[config.mk]
export PLATFORM = sky130hd
export DESIGN_NAME = fifo_wr_scheduler
export DESIGN_NICKNAME = d
export VERILOG_FILES = /design/src/rtl/fifo_sched_pkg.sv /design/src/rtl/fifo_rr_pick.sv /design/src/rtl/fifo_wr_scheduler.sv
export SDC_FILE = /design/constraint.sdc
export NUM_CORES = 1
export LEC_CHECK = 0
export ABC_CLOCK_PERIOD_IN_PS = 6800
export CAP_MARGIN = 20
export CORE_ASPECT_RATIO = 2
export CORE_MARGIN = 10
export CORE_UTILIZATION = 30
export CTS_CLUSTER_SIZE = 24
export DETAILED_ROUTE_END_ITERATION = 10
export GPL_TIMING_DRIVEN = 1
export SKIP_CTS_REPAIR_TIMING = 1
export SLEW_MARGIN = 20
export SYNTH_ARGS = -nofsm -noshare
export SYNTH_HDL_FRONTEND = slang
export SYNTH_SLANG_ARGS = --single-unit
[constraint.sdc]
create_clock -name c -period 6.8 [get_ports c]
set_clock_uncertainty 0.15 [all_clocks]
set_input_delay 1.36 -clock c [delete_from_list [all_inputs] [get_ports c]]
set_output_delay 1.36 -clock c [all_outputs]
set_load 0.005 [all_outputs]
[src/rtl/fifo_sched_pkg.sv]
// Shared types and helpers for the FIFO write-port scheduler.
// Holds the arbiter state enum, default FIFO sizing and pointer rotation.
package fifo_sched_pkg;

  typedef enum logic {
    ARB,
    LOCK
  } state_t;

  localparam int AB    = 5;
  localparam int DEPTH = 2 ** AB;
  localparam int CW    = AB + 1;
  localparam int PW    = 3;

  function automatic logic [PW-1:0] rr_next(
    input logic [PW-1:0] ptr,
    input int            n
  );
    if (int'(ptr) >= n - 1) return '0;
    return ptr + 1'b1;
  endfunction

endpackage

[src/rtl/fifo_rr_pick.sv]
// Combinational round-robin picker: first requester at or after ptr.
// Produces a one-hot grant plus its binary index.
module fifo_rr_pick
  import fifo_sched_pkg::*;
#(
  parameter int N = 4
) (
  input  logic [N-1:0]  req,
  input  logic [PW-1:0] ptr,
  output logic [N-1:0]  gnt,
  output logic [PW-1:0] idx
);

  logic [N-1:0] hi;
  logic [N-1:0] src;

  always_comb begin
    hi = req;
    for (int i = 0; i < N; i++) begin
      if (i < int'(ptr)) hi[i] = 1'b0;
    end
    // no request at/after ptr: wrap to lowest index
    src = (|hi) ? hi : req;
    gnt = src & (~src + 1'b1);
    idx = '0;
    for (int i = 0; i < N; i++) begin
      if (gnt[i]) idx = PW'(i);
    end
  end

endmodule

[src/rtl/fifo_wr_scheduler.sv]
// Round-robin / burst-lock sharing of one FIFO write port with credit flow control.
// Define FIFO_SCHED_STATS_EN to add per-requester 16-bit beat counters on port stat.
module fifo_wr_scheduler
  import fifo_sched_pkg::*;
#(
  parameter int rw    = 8,
  parameter int ab    = AB,
  parameter int N     = 4,
  parameter int BURST = 4
) (
  input  logic                c,
  input  logic                re,
  input  logic [N-1:0]        req,
  input  logic [N*rw-1:0]     din,
  output logic [N-1:0]        ack,
  output logic                ws,
  output logic [rw-1:0]       wd,
  input  logic                rs_obs,
  input  logic                es,
  input  logic                fs,
  input  logic                of,
  output logic [ab:0]         credit,
  output logic [((N > 1) ? $clog2(N) : 1)-1:0] gid,
  output logic                err
`ifdef FIFO_SCHED_STATS_EN
  ,
  output logic [N*16-1:0]     stat
`endif
);

  localparam int DEP = (ab == AB) ? DEPTH : 2 ** ab;
  localparam int CWD = (ab == AB) ? CW : ab + 1;
  localparam int GW  = (N > 1) ? $clog2(N) : 1;

  state_t         state;
  logic [PW-1:0]  ptr;
  logic [CWD-1:0] bcnt;

  logic [PW-1:0]  gid_ext;
  logic [PW-1:0]  eff_ptr;
  logic [N-1:0]   pick_gnt;
  logic [PW-1:0]  pick_idx;
  logic [PW-1:0]  sel;
  logic [rw-1:0]  din_sel;
  logic           open;
  logic           lock_hold;
  logic           hold_ok;
  logic           xfer;
  logic           inc;

  fifo_rr_pick #(
    .N(N)
  ) u_pick (
    .req(req),
    .ptr(eff_ptr),
    .gnt(pick_gnt),
    .idx(pick_idx)
  );

  always_comb begin
    gid_ext   = PW'(gid);
    open      = (credit != '0) & ~fs & re;
    lock_hold = (state == LOCK) & req[gid]
              & (bcnt < CWD'(BURST));
    hold_ok   = lock_hold & open;
    // a lapsing lock re-arbitrates from gid+1 in the same cycle
    eff_ptr   = (state == LOCK) ? rr_next(gid_ext, N) : ptr;
    ack       = '0;
    sel       = pick_idx;
    if (open) begin
      if (lock_hold) begin
        ack[gid] = 1'b1;
        sel      = gid_ext;
      end else begin
        ack = pick_gnt;
      end
    end
    xfer    = |(req & ack);
    inc     = rs_obs & ~es;
    din_sel = din[int'(sel)*rw +: rw];
  end

  always_ff @(posedge c or negedge re) begin
    if (!re) begin
      state  <= ARB;
      ptr    <= '0;
      bcnt   <= '0;
      gid    <= '0;
      ws     <= 1'b0;
      wd     <= '0;
      credit <= CWD'(DEP);
      err    <= 1'b0;
    end else begin
      ws <= xfer;
      if (xfer) begin
        wd <= din_sel;
        if (hold_ok) begin
          bcnt <= bcnt + 1'b1;
        end else begin
          gid   <= GW'(sel);
          bcnt  <= CWD'(1);
          state <= (BURST > 1) ? LOCK : ARB;
          ptr   <= rr_next(sel, N);
        end
      end else if (state == LOCK) begin
        state <= ARB;
        ptr   <= rr_next(gid_ext, N);
      end

      unique case (1'b1)
        (inc & ~xfer): begin
          if (credit == CWD'(DEP)) err <= 1'b1;
          else credit <= credit + 1'b1;
        end
        (xfer & ~inc): begin
          if (credit == '0) err <= 1'b1;
          else credit <= credit - 1'b1;
        end
        default: ;
      endcase

      if (of) err <= 1'b1;
      // full flag while credit says space: counter has drifted
      if (fs && (credit != '0)) err <= 1'b1;
    end
  end

`ifdef FIFO_SCHED_STATS_EN
  always_ff @(posedge c or negedge re) begin
    if (!re) begin
      stat <= '0;
    end else begin
      for (int i = 0; i < N; i++) begin
        if (xfer && ack[i])
          stat[i*16 +: 16] <= stat[i*16 +: 16] + 16'd1;
      end
    end
  end
`endif

endmodule
==> results.py, run 1 <==
metrics = {
    "timing": {
        "fin_crit_ns": 5.17,
        "hold_violations": 0,
        "worstMarginPinSlew_ns": 0.551,
        "setup-violations-final": 0,
        "finalMaxSlewViolations": 0,
        "setup_tns_ns": 0,
        "max-slew-margin-rel": 0.630,
        "grt_setup_unrepaired": "false",
        "clock.fmax_mhz": 193,
        "min_period_over_period": 0.760,
        "worst_slack_ns": 1.63,
    },
    "detailed_routing": {
        "initialDrtViolationCount": 92,
        "drtAntennaViolNets": 0,
        "drt-pass1-iter-count": 4,
        "avgViaCountPerCell": 5.05,
        "drc_errors": 0,
        "vias": 1887,
        "routed_wirelength_um": 6200,
        "wl_per_cell_um": 16.6,
    },
    "clock_tree": {
        "clkLatencyLatePin_ns": 0.26,
        "cts_buffer_depth": 2,
        "cts_tree": "done",
        "clk_pin_slew_worst_paths_ns": 0.07,
        "cts_sinks": 27,
        "numCtsBuffers": 3,
        "h-tree-depth": 1,
        "cts_root_buf": "clkbuf_16",
    },
    "grt": {
        "antenna_found_initial": 0,
        "grt_pass1_wl_um": 9830,
        "grt_usage": 0.114,
        "grt_pass1_vias": 1961,
        "overflow": 0,
        "grt_max_degree": 29,
    },
    "synth": {
        "ys_seq_area_frac": 0.329,
        "synth_edf_count": 0,
        "ys_ff_latch": 27,
        "synth_warnings": 0,
        "async_flop_share": 1.00,
        "syn_inst": 230,
        "yosysUniqueCellTypes": 59,
        "syn_nets": 284,
        "synth_top_flop_cell": "dfrtp_1",
        "netlist_area_mm2": 0.00206,
        "synth_area_per_cell_um2": 8.95,
    },
    "final_layout": {
        "final_common_cell": "clkdlybuf4s50_1",
        "num_antenna_cells": 0,
        "final_cell_mix": "clkdlybuf4s50_1 (63), nand2_1 (50), dfrtp_1 (26), inv_1 (14), a21oi_1 (14)",
        "layout-drive-gt1-share": 0.0874,
        "fin_nets": 341,
        "syn_to_final_growth_pct": 35.6,
        "fin_util": 0.418,
    },
    "place": {
        "dp.final_hpwl_um": 5140,
        "port_buffers": 63,
        "place_congestion": 0.839,
        "pre_cts_slack_ns": 1.35,
    },
    "critical_path": {
        "cpMaxStageDelayCell": "clkdlybuf4s50_1",
        "arrival_ns": 5.21,
        "cpMostUsedCell": "a21oi_1",
        "crit_required_ns": 6.84,
        "critPathCaptureType": "register",
        "slowest_delay_ns": 0.71,
        "worstPathCellList": "clkdlybuf4s50_1 > mux4_2 > nand3_1 > or2_4 > a21oi_1 > and2b_4 > inv_1 > ha_1 > ha_1 > a21o_1 > a21oi_1 > o21bai_1 > a21oi_1 > xnor2_1 > nor2_1 > xor2_1",
        "worstPathMaxFanout": 24,
        "critPathKind": "in2reg",
        "worst_setup_path_start_kind": "primary input",
    },
    "power_and_ir_drop": {
        "p_total_mw": 1.06,
        "p_leak_nw": 1.18,
        "pwr_density_cell_mw_per_mm2": 378,
        "peakVddDrop_mv": 0.160,
    },
    "floorplan": {
        "io_pins": 64,
        "die_h_um": 137,
        "start_util": 0.308,
        "die_w_um": 78.6,
        "fp.coreArea_mm2": 0.00667,
        "die_area_mm2": 0.0108,
        "num_rows": 42,
    },
    "hold_path": {
        "hold_class": "reg2reg",
    },
    "run_status": {
        "status": "finished, final reports clean",
    },
    "job": {
        "cap_violations": 0,
    },
}
## synthesized netlist by cell type, drive strengths merged, types with 2 or more instances
cell | count | share of area
a21o | 3 | 0.011
nor3 | 3 | 0.0073
nand2b | 3 | 0.0091
a31oi | 4 | 0.019
o21bai | 2 | 0.0073
ha | 11 | 0.067
a31o | 2 | 0.013
and3 | 2 | 0.0061
nor4 | 2 | 0.0061
xor2 | 3 | 0.013
xnor2 | 3 | 0.013
a32o | 8 | 0.039
o21ai | 23 | 0.069
nor2 | 4 | 0.0073
a211oi | 3 | 0.011
inv | 14 | 0.026
buf | 11 | 0.046
dfrtp | 26 | 0.32
or2 | 2 | 0.0073
mux2i | 4 | 0.019
o31ai | 2 | 0.014
a21oi | 15 | 0.038
nand2 | 50 | 0.091
and2 | 4 | 0.012
a22oi | 2 | 0.0073
## flip-flops by register name (all words and copies together) (netlist names)
| signal | flops |
|---|---|
| bcnt | 6 |
| ws | 1 |
| gid | 2 |
| credit | 6 |
| state | 1 |
| err | 1 |
| wd | 8 |
| ptr | 2 |
## worst max-delay path: cells and delay by family
family                   cells  cell delay (ns)
adder cells (fa/ha/maj)      2             0.57
AND/OR/NAND/NOR              4             0.85
multiplexers                 1             0.33
buffers and inverters        2             0.81
XOR/XNOR                     2             0.29
AO/OA/AOI/OAI                5             0.98
## kinds of logic after synthesis
family / synth area share
compound gates: 0.282
mux: 0.0359
buf+inv: 0.0735
xor+xnor: 0.0255
flops: 0.329
simple gates: 0.178
fa+ha+maj: 0.0766
## routing by layer
layer,up-vias,share of wire,track usage
met2,55,0.60,0.230
met4,0,0.028,0.0531
met5,-,0,0
met1,886,0.33,0.103
met3,13,0.041,0.0223
li1,933,-,-
## metrics by stage
stage	area [µm²]	hold slack, ns	cells
after floorplan	2060	0.304	230
after global placement	2710	0.313	370
after detailed placement	2710	0.320	370
after CTS	2790	0.335	374
after global routing	2790	0.346	374
final	2790	0.331	374
## power breakdown
group / leakage, nW / switching, mW / internal (mW)
combinational: 0.804 / 0.328 / 0.303
sequential: 0.335 / 0.0694 / 0.221
clock: 0.0371 / 0.0540 / 0.0799
## path summary, 6_finish.rpt
check                           cells after the start  slack [ns]        end    from
max in group asynchronous                           2        4.87  credit[5]      re
worst max-delay path                               16        1.63  credit[5]  req[2]
worst min-delay path                                2        0.33      wd[4]   wd[4]
worst min register to register                      2        0.33      wd[4]   wd[4]
worst max register to register                     17        2.21  credit[5]  gid[0]
min in group asynchronous                           2        1.33        err      re
## layout make-up
class                   count  area, µm²
multi-input cells         177       1230
clock inverters             1       7.51
clock buffers               3       75.1
fillers                   699       3880
inverters                  14       52.6
repair buffers             64        638
well taps                  88        110
flip-flops and latches     27        677
Note: power is estimated with default switching activity, not from simulation.
==> run 2, diff against run 1 <==
--- a/config.mk
+++ b/config.mk
@@ -5,7 +5,7 @@
 export SDC_FILE = /design/constraint.sdc
 export NUM_CORES = 1
 export LEC_CHECK = 0
-export ABC_CLOCK_PERIOD_IN_PS = 6800
+export ABC_CLOCK_PERIOD_IN_PS = 5100
 export CAP_MARGIN = 20
 export CORE_ASPECT_RATIO = 2
 export CORE_MARGIN = 10
==> constraint.sdc (replaced) <==
create_clock -name c -period 5.1 [get_ports c]
set_clock_uncertainty 0.15 [all_clocks]
set_input_delay 1.02 -clock c [delete_from_list [all_inputs] [get_ports c]]
set_output_delay 1.02 -clock c [all_outputs]
set_load 0.005 [all_outputs]
==> results.py, run 2 (synthesis gave the netlist of run 1 again) <==
metrics = {
    "detailed_routing": {
        "wl_per_cell_um": 16.2,
        "wl_met3_um": 293,
        "vias": 1896,
        "drtAntennaViolNets": 0,
        "routed_wirelength_um": 6140,
        "top_layer_used": "met4",
        "initialDrtViolationCount": 101,
        "drt-pass1-iter-count": 4,
        "wl_met2_um": 3750,
        "drt-met1-wl_um": 2040,
        "avgViaCountPerCell": 4.99,
        "drc_errors": 0,
    },
    "power_and_ir_drop": {
        "pwr_density_cell_mw_per_mm2": 493,
        "peakVddDrop_mv": 0.248,
        "p_leak_nw": 1.21,
    },
    "timing": {
        "max-slew-margin-rel": 0.578,
        "grt_setup_unrepaired": "false",
        "hold_violations": 0,
        "setup-violations-final": 0,
        "fin_crit_ns": 4.62,
        "clock.fmax_mhz": 216,
        "min_period_over_period": 0.906,
        "holdWs_ns": 0.324,
        "setup_tns_ns": 0,
        "finalMaxSlewViolations": 0,
        "worstMarginPinSlew_ns": 0.629,
    },
    "hold_path": {
        "hold_class": "reg2reg",
        "min_from": "wd[0]",
    },
    "final_layout": {
        "reg_top3": "wd x8, bcnt x6, credit x6",
        "fin_nets": 347,
        "area.sequential_um2": 677,
        "syn_to_final_growth_pct": 37.6,
        "regMostFlops": "wd",
        "multiInputGateArea_mm2": 0.00123,
        "n_fill_cell": 684,
        "layout-drive-gt1-share": 0.103,
        "num_antenna_cells": 0,
        "final_cell_mix": "clkdlybuf4s50_1 (63), nand2_1 (50), dfrtp_1 (26), inv_1 (14), a21oi_1 (14)",
        "final_common_cell": "clkdlybuf4s50_1",
        "largest_register_ffs": 8,
    },
    "grt": {
        "grt_pass1_wl_um": 9850,
        "grt_usage": 0.112,
        "antenna_found_initial": 0,
        "grt_pass1_vias": 2016,
        "grt_max_degree": 28,
        "overflow": 0,
    },
    "clock_tree": {
        "cts_buffer_depth": 2,
        "h-tree-depth": 1,
        "clkLatencyLatePin_ns": 0.26,
        "clk_pin_slew_worst_paths_ns": 0.07,
        "cts_root_buf": "clkbuf_16",
        "numCtsBuffers": 3,
        "cts_sinks": 27,
        "cts_tree": "done",
    },
    "critical_path": {
        "arrival_ns": 4.66,
        "startpoint": "req[2]",
        "critPathKind": "in2reg",
        "crit_required_ns": 5.14,
        "worstReg2RegStart": "gid[0]",
        "worst_setup_path_start_kind": "primary input",
        "critPathCaptureType": "register",
        "worstPathMaxFanout": 10,
    },
    "floorplan": {
        "num_rows": 42,
        "die_w_um": 78.6,
        "io_pins": 64,
        "fp.coreArea_mm2": 0.00667,
        "die_area_mm2": 0.0108,
        "die_h_um": 137,
        "start_util": 0.308,
    },
    "place": {
        "dp.final_hpwl_um": 5150,
        "place_congestion": 0.864,
        "port_buffers": 63,
    },
    "run_status": {
        "status": "finished, final reports clean",
    },
    "job": {
        "cap_violations": 0,
    },
}
-- run 2: cell count changes in the layout (fill, tap and decap cells not counted), sizes merged --
cell	before	now
clkinvlp	1	0
clkbuf	3	4
buf	1	7
-- run 2: final cells by class --
type | instances | share of cell area
repair buffers | 70 | 0.241
clock buffers | 4 | 0.0278
flip-flops and latches | 27 | 0.239
inverters | 14 | 0.0186
multi-input cells | 177 | 0.434
well taps | 88 | 0.0389
-- run 2: metrics by stage --
| step | worst slack (ns) | instances | utilization | power (mW) | cell area (µm²) |
|---|---|---|---|---|---|
| after floorplan | 0.816 | 230 | - | 0.952 | 2060 |
| after global placement | 0.377 | 376 | 0.412 | 1.23 | 2750 |
| after detailed placement | 0.191 | 376 | 0.412 | 1.24 | 2750 |
| after CTS | 0.468 | 380 | 0.424 | 1.42 | 2830 |
| after global routing | 0.136 | 380 | 0.424 | 1.53 | 2830 |
| final | 0.477 | 380 | 0.424 | 1.40 | 2830 |
-- run 2: metal layers --
| layer | track usage | vias up |
|---|---|---|
| li1 | - | 943 |
| met1 | 0.103 | 908 |
| met2 | 0.231 | 41 |
| met3 | 0.0283 | 4 |
| met4 | 0.0271 | 0 |
| met5 | 0 | - |
-- run 2: worst paths after layout --
path                                  end  slack, ns  cells past startpoint
max in group asynchronous       credit[5]       3.41                      2
min in group asynchronous          gid[0]       1.09                      2
worst min register to register      wd[0]       0.32                      2
worst min-delay path                wd[0]       0.32                      2
worst max register to register  credit[5]       0.79                     17
worst max-delay path            credit[5]       0.48                     16
-- run 2: where the power goes --
| group | internal (mW) | switching (mW) |
|---|---|---|
| logic | 0.409 | 0.426 |
| clock network | 0.107 | 0.0692 |
| registers | 0.295 | 0.0891 |
| total | 0.811 | 0.584 |
-- run 2: critical path: stages --
cell and delay, ns:
clkdlybuf4s50_1 0.54, mux4_2 0.53, nand3_1 0.18, nand2b_1 0.16
a41o_1 0.34, and2b_4 0.21, inv_1 0.06, ha_1 0.31
ha_1 0.29, a21o_1 0.17, a21oi_1 0.22, o21bai_1 0.09
a21oi_1 0.18, xnor2_1 0.13, nor2_1 0.06, xor2_1 0.16
